==> config.mk <==
export PLATFORM = sky130hd
export DESIGN_NAME = muldiv_unit_flat
export DESIGN_NICKNAME = d
export VERILOG_FILES = /design/src/rtl/muldiv_unit_if.sv /design/src/rtl/muldiv_unit.sv /design/src/flat_wrapper.sv
export SDC_FILE = /design/constraint.sdc
export NUM_CORES = 1
export LEC_CHECK = 0
export CELL_PAD_IN_SITES_DETAIL_PLACEMENT = 0
export CELL_PAD_IN_SITES_GLOBAL_PLACEMENT = 1
export CORE_ASPECT_RATIO = 2
export CORE_MARGIN = 5
export CORE_UTILIZATION = 47
export CTS_CLUSTER_DIAMETER = 80
export DETAILED_ROUTE_END_ITERATION = 10
export PLACE_DENSITY_LB_ADDON = 0.25
export RECOVER_POWER = 100
export SYNTH_ARGS = -nofsm -noshare
export SYNTH_HDL_FRONTEND = slang
export SYNTH_SLANG_ARGS = --single-unit
==> constraint.sdc <==
create_clock -name clock -period 7.9 [get_ports clock]
set_input_delay 1.58 -clock clock [delete_from_list [all_inputs] [get_ports clock]]
set_output_delay 1.58 -clock clock [all_outputs]
set_load 0.03 [all_outputs]
==> src/rtl/muldiv_unit_if.sv <==
// Request/response bundle between the EX stage and muldiv_unit.
// The EX side drives the master modport; the unit takes the slave modport.
interface muldiv_unit_if #(
  parameter int WIDTH = 32
);
  logic             op_valid;
  logic [2:0]       op;
  logic [WIDTH-1:0] op_a;
  logic [WIDTH-1:0] op_b;
  logic             flush;
  logic             rd_req;
  logic             rd_sel;
  logic [WIDTH-1:0] rd_data;
  logic             busy;
  logic             op_ready;
  logic             stall;
  logic             done;
  logic             div_by_zero;

  modport master (
    output op_valid, op, op_a, op_b, flush, rd_req, rd_sel,
    input  rd_data, busy, op_ready, stall, done, div_by_zero
  );

  modport slave (
    input  op_valid, op, op_a, op_b, flush, rd_req, rd_sel,
    output rd_data, busy, op_ready, stall, done, div_by_zero
  );
endinterface

==> src/rtl/muldiv_unit.sv <==
// Iterative radix-2 MULT/MULTU/DIV/DIVU engine with HI/LO; divide built only with MULDIV_DIV_EN.
// Mul/div take WIDTH+1 busy cycles (HI/LO valid after); moves take effect next cycle; stall while busy.
module muldiv_unit #(
  parameter int WIDTH = 32,
  parameter int CNT_W = 6
) (
  input  logic         clock,
  input  logic         reset_n,
  muldiv_unit_if.slave bus
);

  localparam logic [2:0] OP_MULT  = 3'b000;
  localparam logic [2:0] OP_MULTU = 3'b001;
  localparam logic [2:0] OP_MTHI  = 3'b100;
  localparam logic [2:0] OP_MTLO  = 3'b101;

  typedef enum logic [1:0] {IDLE, CALC, FIX} state_t;

  state_t             state, state_nxt;
  logic [WIDTH-1:0]   hi, lo;
  logic [CNT_W-1:0]   cnt;
  logic [2*WIDTH-1:0] acc;
  logic [WIDTH-1:0]   mcand;
  logic               neg_res;

  logic               accept, start, signed_op, a_neg, b_neg, last_step;
  logic [WIDTH-1:0]   a_mag, b_mag;
  logic [WIDTH:0]     add_sum;
  logic [2*WIDTH-1:0] mul_next, acc_step, prod_fix;
  logic [WIDTH-1:0]   hi_fix, lo_fix;

  assign accept    = bus.op_valid & (state == IDLE) & ~bus.flush;
  assign signed_op = ~bus.op[0];
  assign a_neg     = signed_op & bus.op_a[WIDTH-1];
  assign b_neg     = signed_op & bus.op_b[WIDTH-1];
  assign a_mag     = a_neg ? -bus.op_a : bus.op_a;
  assign b_mag     = b_neg ? -bus.op_b : bus.op_b;
  assign last_step = (cnt == CNT_W'(WIDTH - 1));

  // Shift-add: multiplier sits in the low half and drains out as the product fills in.
  assign add_sum  = {1'b0, acc[2*WIDTH-1:WIDTH]} + {1'b0, (acc[0] ? mcand : '0)};
  assign mul_next = {add_sum, acc[WIDTH-1:1]};
  assign prod_fix = neg_res ? -acc : acc;

`ifdef MULDIV_DIV_EN
  logic               is_div, neg_rem, dz;
  logic [WIDTH-1:0]   a_raw;
  logic               is_div_op;
  logic [WIDTH:0]     rem_shift, rem_diff;
  logic [2*WIDTH-1:0] div_next;

  assign is_div_op = (bus.op == 3'b010) | (bus.op == 3'b011);
  assign start     = accept & ((bus.op == OP_MULT) | (bus.op == OP_MULTU) | is_div_op);

  // Restoring divide: remainder in the high half, dividend shifts out / quotient shifts in low.
  assign rem_shift = {acc[2*WIDTH-1:WIDTH], acc[WIDTH-1]};
  assign rem_diff  = rem_shift - {1'b0, mcand};
  assign div_next  = rem_diff[WIDTH] ? {rem_shift[WIDTH-1:0], acc[WIDTH-2:0], 1'b0}
                                     : {rem_diff[WIDTH-1:0],  acc[WIDTH-2:0], 1'b1};
  assign acc_step  = is_div ? div_next : mul_next;

  always_comb begin
    {hi_fix, lo_fix} = prod_fix;
    if (is_div) begin
      if (dz) begin
        lo_fix = '1;
        hi_fix = a_raw;
      end else begin
        lo_fix = neg_res ? -acc[WIDTH-1:0] : acc[WIDTH-1:0];
        hi_fix = neg_rem ? -acc[2*WIDTH-1:WIDTH] : acc[2*WIDTH-1:WIDTH];
      end
    end
  end

  always_ff @(posedge clock) begin
    if (!reset_n) begin
      is_div  <= 1'b0;
      neg_rem <= 1'b0;
      dz      <= 1'b0;
      a_raw   <= '0;
    end else if (start) begin
      is_div  <= is_div_op;
      neg_rem <= a_neg;
      dz      <= is_div_op & (bus.op_b == '0);
      a_raw   <= bus.op_a;
    end
  end
`else
  assign start    = accept & ((bus.op == OP_MULT) | (bus.op == OP_MULTU));
  assign acc_step = mul_next;
  assign {hi_fix, lo_fix} = prod_fix;
`endif

  always_ff @(posedge clock) begin
    if (!reset_n) begin
      state   <= IDLE;
      cnt     <= '0;
      hi      <= '0;
      lo      <= '0;
      acc     <= '0;
      mcand   <= '0;
      neg_res <= 1'b0;
    end else begin
      state <= state_nxt;
      if (start) begin
        cnt     <= '0;
        acc     <= {{WIDTH{1'b0}}, a_mag};
        mcand   <= b_mag;
        neg_res <= a_neg ^ b_neg;
      end else if (state == CALC) begin
        cnt <= cnt + CNT_W'(1);
        acc <= acc_step;
      end
      if (accept && bus.op == OP_MTHI) hi <= bus.op_a;
      if (accept && bus.op == OP_MTLO) lo <= bus.op_a;
      if (state == FIX && !bus.flush) begin
        hi <= hi_fix;
        lo <= lo_fix;
      end
    end
  end

  always_comb begin
    state_nxt       = state;
    bus.busy        = (state != IDLE);
    bus.op_ready    = (state == IDLE);
    bus.stall       = (state != IDLE) & (bus.op_valid | bus.rd_req);
    bus.done        = (state == FIX) & ~bus.flush;
    bus.div_by_zero = 1'b0;
    bus.rd_data     = bus.rd_sel ? hi : lo;
`ifdef MULDIV_DIV_EN
    bus.div_by_zero = (state == FIX) & ~bus.flush & dz;
`endif
    case (state)
      IDLE:    if (start) state_nxt = CALC;
      CALC:    if (last_step) state_nxt = FIX;
      FIX:     state_nxt = IDLE;
      default: state_nxt = IDLE;
    endcase
    if (bus.flush) state_nxt = IDLE;
  end

endmodule

==> src/flat_wrapper.sv <==
// flat-port wrapper written by rule: the top's interface ports become plain ports
module muldiv_unit_flat 
#(
  parameter int WIDTH = 32,
  parameter int CNT_W = 6
)
  (clock, reset_n, bus_op_valid, bus_op, bus_op_a, bus_op_b, bus_flush, bus_rd_req, bus_rd_sel, bus_rd_data, bus_busy, bus_op_ready, bus_stall, bus_done, bus_div_by_zero);
  muldiv_unit_if #(.WIDTH(WIDTH)) bus_i ();
  input  logic clock;
  input  logic reset_n;
  input wire logic [$bits(bus_i.op_valid)-1:0] bus_op_valid;
  input wire logic [$bits(bus_i.op)-1:0] bus_op;
  input wire logic [$bits(bus_i.op_a)-1:0] bus_op_a;
  input wire logic [$bits(bus_i.op_b)-1:0] bus_op_b;
  input wire logic [$bits(bus_i.flush)-1:0] bus_flush;
  input wire logic [$bits(bus_i.rd_req)-1:0] bus_rd_req;
  input wire logic [$bits(bus_i.rd_sel)-1:0] bus_rd_sel;
  output wire logic [$bits(bus_i.rd_data)-1:0] bus_rd_data;
  output wire logic [$bits(bus_i.busy)-1:0] bus_busy;
  output wire logic [$bits(bus_i.op_ready)-1:0] bus_op_ready;
  output wire logic [$bits(bus_i.stall)-1:0] bus_stall;
  output wire logic [$bits(bus_i.done)-1:0] bus_done;
  output wire logic [$bits(bus_i.div_by_zero)-1:0] bus_div_by_zero;
  assign bus_i.op_valid = bus_op_valid;
  assign bus_i.op = bus_op;
  assign bus_i.op_a = bus_op_a;
  assign bus_i.op_b = bus_op_b;
  assign bus_i.flush = bus_flush;
  assign bus_i.rd_req = bus_rd_req;
  assign bus_i.rd_sel = bus_rd_sel;
  assign bus_rd_data = bus_i.rd_data;
  assign bus_busy = bus_i.busy;
  assign bus_op_ready = bus_i.op_ready;
  assign bus_stall = bus_i.stall;
  assign bus_done = bus_i.done;
  assign bus_div_by_zero = bus_i.div_by_zero;
  muldiv_unit #(.WIDTH(WIDTH), .CNT_W(CNT_W)) u_core (.clock(clock), .reset_n(reset_n), .bus(bus_i));
endmodule
==> results.json, run 1 <==
{
  "status": "finished, violations left",
  "violations": "max-capacitance violations, max-slew violations",
  "synth-simple-area-share_pct": 21.6,
  "grt_start_max_net_pins": 88,
  "synth_mux_area_share_pct": 4.36,
  "grt_setup_unrepaired": "no",
  "worst_pin_slew_ns": 4.30,
  "synthArstFlopShare_pct": 0,
  "avgRoutedWirePerCell_um": 21.4,
  "synthTopCellsByArea": "dfxtp_1 (30%), xnor2_1 (6.6%), nand2_1 (6.5%)",
  "vdd_drop_max_mv": 0.141,
  "antenna_found_initial": 0,
  "start_kind": "input pin",
  "drtIter0Drc": 721,
  "seq_area_frac_synth_pct": 30.1,
  "fp.dieH_um": 229,
  "synth_top_area_cell": "dfxtp_1",
  "synth-main-ff-cell": "dfxtp_1",
  "synthDistinctLibCells": 60,
  "cts_max_path_buffers": 2,
  "layout-drive-gt1-share_pct": 5.89,
  "via_per_inst": 6.19,
  "drv_cap": 5,
  "path_max_fanout": 32,
  "mostFrequentLayoutCells": "nand2_1 (196), dfxtp_1 (168), nor2_1 (140)",
  "synth_top_family_by_area": "compound AO/OA/AOI/OAI gates",
  "dpl_cell_area_um2": 12500,
  "layout_commonest_cell": "nand2_1",
  "first_global_vias": 11300,
  "place_congestion": 0.936,
  "hp-class": "flop to flop",
  "die-area_um2": 27300,
  "synth_compound_area_share_pct": 24.1,
  "port_buffers": 108,
  "h-tree-depth": 4,
  "rows": 80,
  "yosys.area.top_type_share_pct": 30.1,
  "gr-usage-met1_pct": 26.1,
  "clk_pin_slew_worst_paths_ns": 0.06,
  "avgSynthCellArea_um2": 7.66,
  "power_density_nw_per_um2": 153,
  "stdcell_area_um2": 13000,
  "grtUsageTotal_pct": 27.9,
  "tns_ns": 0,
  "drcViolationCount": 0,
  "cts_tree": "yes",
  "hold_viol_final": 0,
  "max_freq_ghz": 0.163,
  "finalNetCount": 1627,
  "hold_buffers": 0,
  "core_um2": 23700,
  "worst_setup_path_end_kind": "output port",
  "drtAntennaViolNets": 0,
  "ys_ff_latch": 169,
  "max-slew-margin-rel_pct": -187,
  "worstPathArrival_ns": 4.55,
  "grtUsageMet3_pct": 3.27,
  "wl_mm": 38.9,
  "postSynthCellCount": 1469,
  "via_count": 11200,
  "hpwl_mm": 29.5,
  "ios": 110,
  "top_usage_layer": "met2",
  "clock-sinks": 169,
  "syn_area_um2": 11300,
  "grt-ovfl-total": 0,
  "cts_resized": 0,
  "dieWidth_um": 119,
  "yosys_warnings": 0,
  "fin_util_pct": 55.0,
  "dr.pass1.iters": 6,
  "syn2layout_area_growth_pct": 15.9,
  "use_met2_pct": 55.1,
  "start_util_pct": 47.4,
  "syn_nets": 1579,
  "path_class": "input pin to output port",
  "synthAdderAreaFrac_pct": 4.18,
  "synth_edf_count": 0,
  "p_leak_nw": 4.73,
  "slew_viol_final": 248,
  "fillers": 2353,
  "clk_latency_ns": 0.46,
  "diodes": 0,
  "cts_setup_buffers": 0,
  "root_buffer": "clkbuf_16",
  "cts_made_buffers": 17,
  "grt_pass1_wl_mm": 60.1,
  "setup_viol": 0,
  "synthXorXnorAreaFrac_pct": 11.7,
  "fin_crit_sh_pct": 77.6,
  "min_period_ns": 6.13,
  "critical_path_required_ns": 6.32,
  "fin_skew_ns": 0.00856
}
==> state kept, by name (all words and copies together) (netlist names) <==
| name | flops |
|---|---|
| u_core.acc | 64 |
| u_core.cnt | 6 |
| u_core.hi | 32 |
| u_core.lo | 32 |
| u_core.mcand | 32 |
| u_core.neg_res | 1 |
| u_core.state | 2 |
==> cells by family after synthesis <==
| kind of cell | Yosys count |
|---|---|
| simple gates | 525 |
| compound gates | 427 |
| flops | 169 |
| xor+xnor | 150 |
| buf+inv | 115 |
| mux | 45 |
| fa+ha+maj | 37 |
| other cells | 1 |
==> routing by layer <==
| metal | part of all wire, % | routed length, um |
|---|---|---|
| met4 | 6.6 | 2550 |
| met5 | 0 | 0 |
| met1 | 34 | 13200 |
| met3 | 3.3 | 1290 |
| met2 | 56 | 21800 |
==> final timing paths <==
path                                         end  slack (ns)  depth (start not counted)             start
worst max register to register    u_core.acc[59]        3.07                         12     u_core.acc[0]
worst max-delay path             bus_rd_data[20]        1.77                          4        bus_rd_sel
worst min register to register  u_core.mcand[25]        0.45                          2  u_core.mcand[25]
worst min-delay path            u_core.mcand[25]        0.45                          2  u_core.mcand[25]
==> final cells by class <==
| cell class | count | area [um^2] | share of cell area (%) |
|---|---|---|---|
| flip-flops and latches | 169 | 3380 | 26.0 |
| inverters | 19 | 72.6 | 0.557 |
| well taps | 287 | 359 | 2.75 |
| multi-input cells | 1185 | 7460 | 57.2 |
| clock buffers | 23 | 478 | 3.67 |
| clock inverters | 8 | 95.1 | 0.729 |
| repair buffers | 125 | 1190 | 9.13 |
==> cell usage after synthesis, types with 8 or more instances <==
cell type and count:
and3_1 8, nor2_1 142, nor4_1 15, dfxtp_1 169, a311oi_1 21, or4_1 11, nand4_1 17, a221oi_1 10
or3_1 11, nand3_1 20, xnor2_1 85, inv_1 17, mux2i_1 13, a31oi_1 8, clkbuf_1 85, mux2_2 32
nor3_1 27, a22oi_1 44, o21ai_0 88, a211oi_1 23, a21oi_1 120, and2_1 35, nand2_1 196, ha_1 36
o41ai_1 14, xor2_1 65, a21o_1 11, o22ai_1 38, nand2b_1 16, o31ai_1 24, nor2b_1 10
==> where the power goes <==
| group | leakage (nW) | internal (mW) | switching (mW) |
|---|---|---|---|
| Combinational | 3.08 | 0.103 | 0.163 |
| Sequential | 1.37 | 0.867 | 0.0155 |
| Clock | 0.279 | 0.486 | 0.356 |
| Total | 4.73 | 1.46 | 0.535 |
==> critical path, cell delays in order <==
cell and delay [ns]:
clkdlybuf4s50_1 0.45, clkbuf_1 1.35, mux2_2 0.45, dlygate4sd3_1 0.69
==> through the flow <==
step           hold WS [ns]  std cells  worst slack [ns]  total power [mW]
3_5_place_dp          0.445       1785              2.87              1.17
5_1_grt               0.467       1816              1.47              2.05
4_1_cts               0.456       1816              2.87              2.00
6_report              0.449       1816              1.77              1.99
2_1_floorplan         0.417       1469              3.77              1.05
3_3_place_gp          0.428       1785              2.91              1.17
(Power assumes the default switching activity.)
==> run 2, diff against run 1 <==
CORE_UTILIZATION = 43   (was 47)
clock period = 6 ns   (was 7.9 ns; I/O delays follow)
==> run 2 against run 1 <==
Net effect: the run still ends with max-capacitance violations, max-slew violations left; clock power increased by 46%; sequential share of layout area decreased by 0.33 points; setup slack got worse by 0.47 ns; utilization decreased by 3.7 points; hold slack improved by 0.0053 ns; combinational power increased by 32%; clock skew increased by 0.0024 ns; first-iteration DRC count decreased by 2.6%; final cell count increased by 3.2%; register-to-register slack got worse by 1.2 ns; non-clock buffer count increased by 4; largest cell class unchanged.
==> results.json, run 2 (same netlist as run 1, synthesis figures left out) <==
{
  "cts_setup_buffers": 0,
  "fin_crit_sh_pct": 78.4,
  "grt-ovfl-total": 0,
  "p_leak_nw": 4.78,
  "fillers": 2645,
  "fin_skew_ns": 0.0109,
  "worst_setup_path_end_kind": "flop",
  "tns_ns": 0,
  "clk_pin_slew_worst_paths_ns": 0.06,
  "status": "finished, violations left",
  "layout-drive-gt1-share_pct": 6.19,
  "finalNetCount": 1631,
  "vdd_drop_max_mv": 0.206,
  "antenna_found_initial": 0,
  "cp_top_family": "buffers and inverters",
  "min_period_ns": 4.70,
  "hold_viol_final": 0,
  "dr.pass1.iters": 7,
  "worstPathArrival_ns": 5.07,
  "largest_register": "u_core.acc",
  "hp-class": "flop to flop",
  "via_per_inst": 5.90,
  "start_util_pct": 43.7,
  "max_freq_ghz": 0.213,
  "rows": 83,
  "path_class": "input pin to flop",
  "drtAntennaViolNets": 0,
  "avgRoutedWirePerCell_um": 20.6,
  "h-tree-depth": 4,
  "via_count": 11100,
  "path_buf_inv": 4,
  "port_buffers": 108,
  "hold_buffers": 0,
  "max_stage_delay_ns": 1.11,
  "clk_latency_ns": 0.45,
  "layout_commonest_cell": "nand2_1",
  "grt_setup_unrepaired": "no",
  "fp.dieH_um": 239,
  "slowest_stage": "clkbuf_2",
  "worst_pin_slew_ns": 2.67,
  "mostFrequentLayoutCells": "nand2_1 (196), dfxtp_1 (168), nor2_1 (140)",
  "drtIter0Drc": 702,
  "clock-sinks": 169,
  "wl_mm": 38.7,
  "cts_resized": 0,
  "path_cells": "dlygate4sd3_1 > clkinv_2 > clkbuf_2 > nor3_1 > clkbuf_1 > nand2_1 > o21ai_0",
  "multi_input_area_um2": 7450,
  "cts_made_buffers": 17,
  "drcViolationCount": 0,
  "fin_util_pct": 51.3,
  "diodes": 0,
  "slew_viol_final": 138,
  "grt_pass1_wl_mm": 60.3,
  "path_max_fanout": 87,
  "place_congestion": 0.910,
  "dieWidth_um": 124,
  "core_um2": 25800,
  "critical_path_required_ns": 6.36,
  "die-area_um2": 29700,
  "syn2layout_area_growth_pct": 17.4,
  "grtUsageTotal_pct": 25.6,
  "power_density_nw_per_um2": 208,
  "violations": "max-capacitance violations, max-slew violations",
  "drv_cap": 2,
  "regArea_um2": 3380,
  "ios": 110,
  "grt_start_max_net_pins": 88,
  "setup_viol": 0,
  "cts_tree": "yes",
  "first_global_vias": 11100,
  "start_kind": "input pin",
  "root_buffer": "clkbuf_16",
  "max-slew-margin-rel_pct": -77.7,
  "cts_max_path_buffers": 2,
  "hpwl_mm": 29.7,
  "largest_reg_flops": 64
}
## run 2: cell types whose count changed in the layout (fill, tap and decap cells not counted), moves of 2 or more
cell / previous run / this run
clkbuf_8: 3 / 6
clkinv_2: 5 / 2
bufinv_16: 2 / 4
buf_4: 12 / 15
## run 2: worst register-to-register path: cells and delay by family (launching register included)
kind,cells,cell delay [ns]
AO/OA/AOI/OAI,6,1.94
buffers and inverters,1,0.86
flip-flops,1,0.50
AND/OR/NAND/NOR,2,0.36
adder cells (fa/ha/maj),1,0.29
XOR/XNOR,1,0.16
## run 2: path summary, 6_finish.rpt
path | start | to | slack [ns] | cells after the start
worst max-delay path | reset_n | u_core.acc[48] | 1.30 | 7
worst min-delay path | u_core.mcand[25] | u_core.mcand[25] | 0.45 | 2
worst max register to register | u_core.acc[0] | u_core.acc[59] | 1.83 | 11
worst min register to register | u_core.mcand[25] | u_core.mcand[25] | 0.45 | 2
## run 2: final cells by class
| type | instances | share of cell area [%] |
|---|---|---|
| Multi-Input combinational cell | 1185 | 56.4 |
| Sequential cell | 169 | 25.6 |
| Inverter | 19 | 0.550 |
| Timing Repair Buffer | 129 | 9.22 |
| Clock inverter | 6 | 1.00 |
| Clock buffer | 26 | 3.93 |
| Tap cell | 340 | 3.22 |
## run 2: metal layers
layer	GRT usage [%]	wire (um)
met3	3.64	1250
met1	24.8	13600
met4	14.3	2070
met2	50.7	21800
met5	0	0
## run 2: stage by stage
stage          area (um^2)  setup WS [ns]  std cells  total power, mW  hold slack [ns]
2_1_floorplan        11300           2.63       1469             1.38            0.417
3_3_place_gp         12600           1.76       1842             1.54            0.430
3_5_place_dp         12600           1.73       1842             1.54            0.448
4_1_cts              13200           1.72       1874             2.77            0.457
5_1_grt              13200          0.919       1874             2.83            0.469
6_report             13200           1.30       1874             2.75            0.454
## run 2: report_power, final
part           internal, mW  switching (mW)
Combinational         0.135           0.215
Clock                 0.764           0.471
Sequential             1.14          0.0204
==> run 3, diff against run 2 <==
CORE_UTILIZATION = 39   (was 43)
clock period = 3.85 ns   (was 6 ns; I/O delays follow)
==> run 3 against run 2 <==
Net effect: the run still ends with max-capacitance violations, max-slew violations left; hold slack got worse by 0.0061 ns; die area rose by 9.6%; clock-buffer cell count down 6; first-iteration DRC count increased by 26%; cell area increased by 0.31%; routed wire length is 0.33% higher; global-route usage decreased by 1.8 points; critical path depth shrank 3; clock power rose by 45%; combinational power up 53%; via count rose by 1.1%; sequential share of layout area shrank 0.080 points; largest power group is now registers.
==> results.json, run 3 (same netlist as run 1, synthesis figures left out) <==
{
  "stdcell_area_um2": 13200,
  "drtIter0Drc": 885,
  "die-area_um2": 32600,
  "critical_path_required_ns": 3.08,
  "max-slew-margin-rel_pct": -47.9,
  "place_congestion": 0.902,
  "hold_viol_final": 0,
  "via_per_inst": 5.85,
  "dr.pass1.iters": 6,
  "clk_pin_slew_worst_paths_ns": 0.07,
  "clk_latency_ns": 0.45,
  "power_density_nw_per_um2": 312,
  "diodes": 0,
  "finalNetCount": 1651,
  "fin_hold_ws_ns": 0.448,
  "drtAntennaViolNets": 0,
  "hold_buffers": 0,
  "first_global_vias": 10900,
  "cts_setup_buffers": 0,
  "ios": 110,
  "drv_cap": 1,
  "tns_ns": 0,
  "wl_mm": 38.8,
  "rows": 88,
  "grtUsageTotal_pct": 23.8,
  "cts_max_path_buffers": 2,
  "setup_viol": 0,
  "grt_start_max_net_pins": 66,
  "hp-class": "flop to flop",
  "layout-drive-gt1-share_pct": 7.14,
  "grt_pass1_wl_mm": 61.2,
  "mostFrequentLayoutCells": "nand2_1 (196), dfxtp_1 (168), nor2_1 (141)",
  "layout_commonest_cell": "nand2_1",
  "status": "finished, violations left",
  "worst_setup_path_end_kind": "output port",
  "worstPathArrival_ns": 2.93,
  "avgRoutedWirePerCell_um": 20.3,
  "slew_viol_final": 49,
  "hpwl_mm": 28.8,
  "syn2layout_area_growth_pct": 17.7,
  "cts_tree": "yes",
  "dpl_cell_area_um2": 12800,
  "worst_pin_slew_ns": 2.22,
  "largest_register": "u_core.acc",
  "via_count": 11200,
  "dieWidth_um": 130,
  "path_class": "input pin to output port",
  "vdd_drop_max_mv": 0.338,
  "antenna_found_initial": 0,
  "root_buffer": "clkbuf_16",
  "min_period_ns": 3.70,
  "fillers": 2934,
  "drcViolationCount": 0,
  "largest_reg_flops": 64,
  "h-tree-depth": 4,
  "power_mw": 4.13,
  "start_kind": "input pin",
  "path_max_fanout": 25,
  "core_um2": 28600,
  "grt_setup_unrepaired": "no",
  "start_util_pct": 39.3,
  "cts_made_buffers": 17,
  "fp.dieH_um": 250,
  "grt-ovfl-total": 0,
  "violations": "max-capacitance violations, max-slew violations",
  "fin_crit_sh_pct": 96.2,
  "max_freq_ghz": 0.270,
  "fin_skew_ns": 0.0114,
  "clock-sinks": 169,
  "port_buffers": 108,
  "cts_resized": 0,
  "p_leak_nw": 4.73
}
==> run 3: power breakdown <==
group / internal [mW] / switching (mW)
combinational: 0.212 / 0.324
clock: 0.998 / 0.782
sequential: 1.78 / 0.0321
==> run 3: per-layer routing <==
layer | part of all wire (%) | vias to the layer above | global-route usage, % | wire (um)
li1 | - | 5440 | - | -
met1 | 44 | 5289 | 32.4 | 17200
met2 | 47 | 397 | 37.8 | 18400
met3 | 5.3 | 63 | 3.16 | 2070
met4 | 3.0 | 0 | 9.33 | 1170
met5 | 0 | - | 0 | 0
==> run 3: critical path, stage by stage <==
cell and delay, ns:
clkdlybuf4s50_1 0.45, clkbuf_2 0.61, mux2_2 0.41, dlygate4sd3_1 0.69
==> run 3: final cells by class <==
class                      count  area (um^2)  area share [%]
clock inverter                12          140            1.06
multi-input combinational   1185         7430            56.1
clock buffer                  20          457            3.45
inverter                      19         72.6           0.548
tap                          360          450            3.40
sequential                   169         3380            25.5
timing repair buffer         149         1310            9.90
==> run 3: metrics by stage <==
stage	utilization (%)	worst slack, ns	std cells
3_5_place_dp	44.6	0.384	1882
2_1_floorplan	-	0.661	1469
4_1_cts	46.7	0.485	1914
6_report	46.3	0.148	1914
3_3_place_gp	44.6	0.396	1882
5_1_grt	46.3	0.106	1914
==> run 3: path summary, 6_finish.rpt <==
check,from,to,slack (ns),cells after the start
max,bus_rd_sel,bus_rd_data[5],0.15,4
max reg2reg,u_core.acc[0],u_core.hi[28],0.42,11
min reg2reg,u_core.mcand[28],u_core.mcand[28],0.45,2
min,u_core.mcand[28],u_core.mcand[28],0.45,2
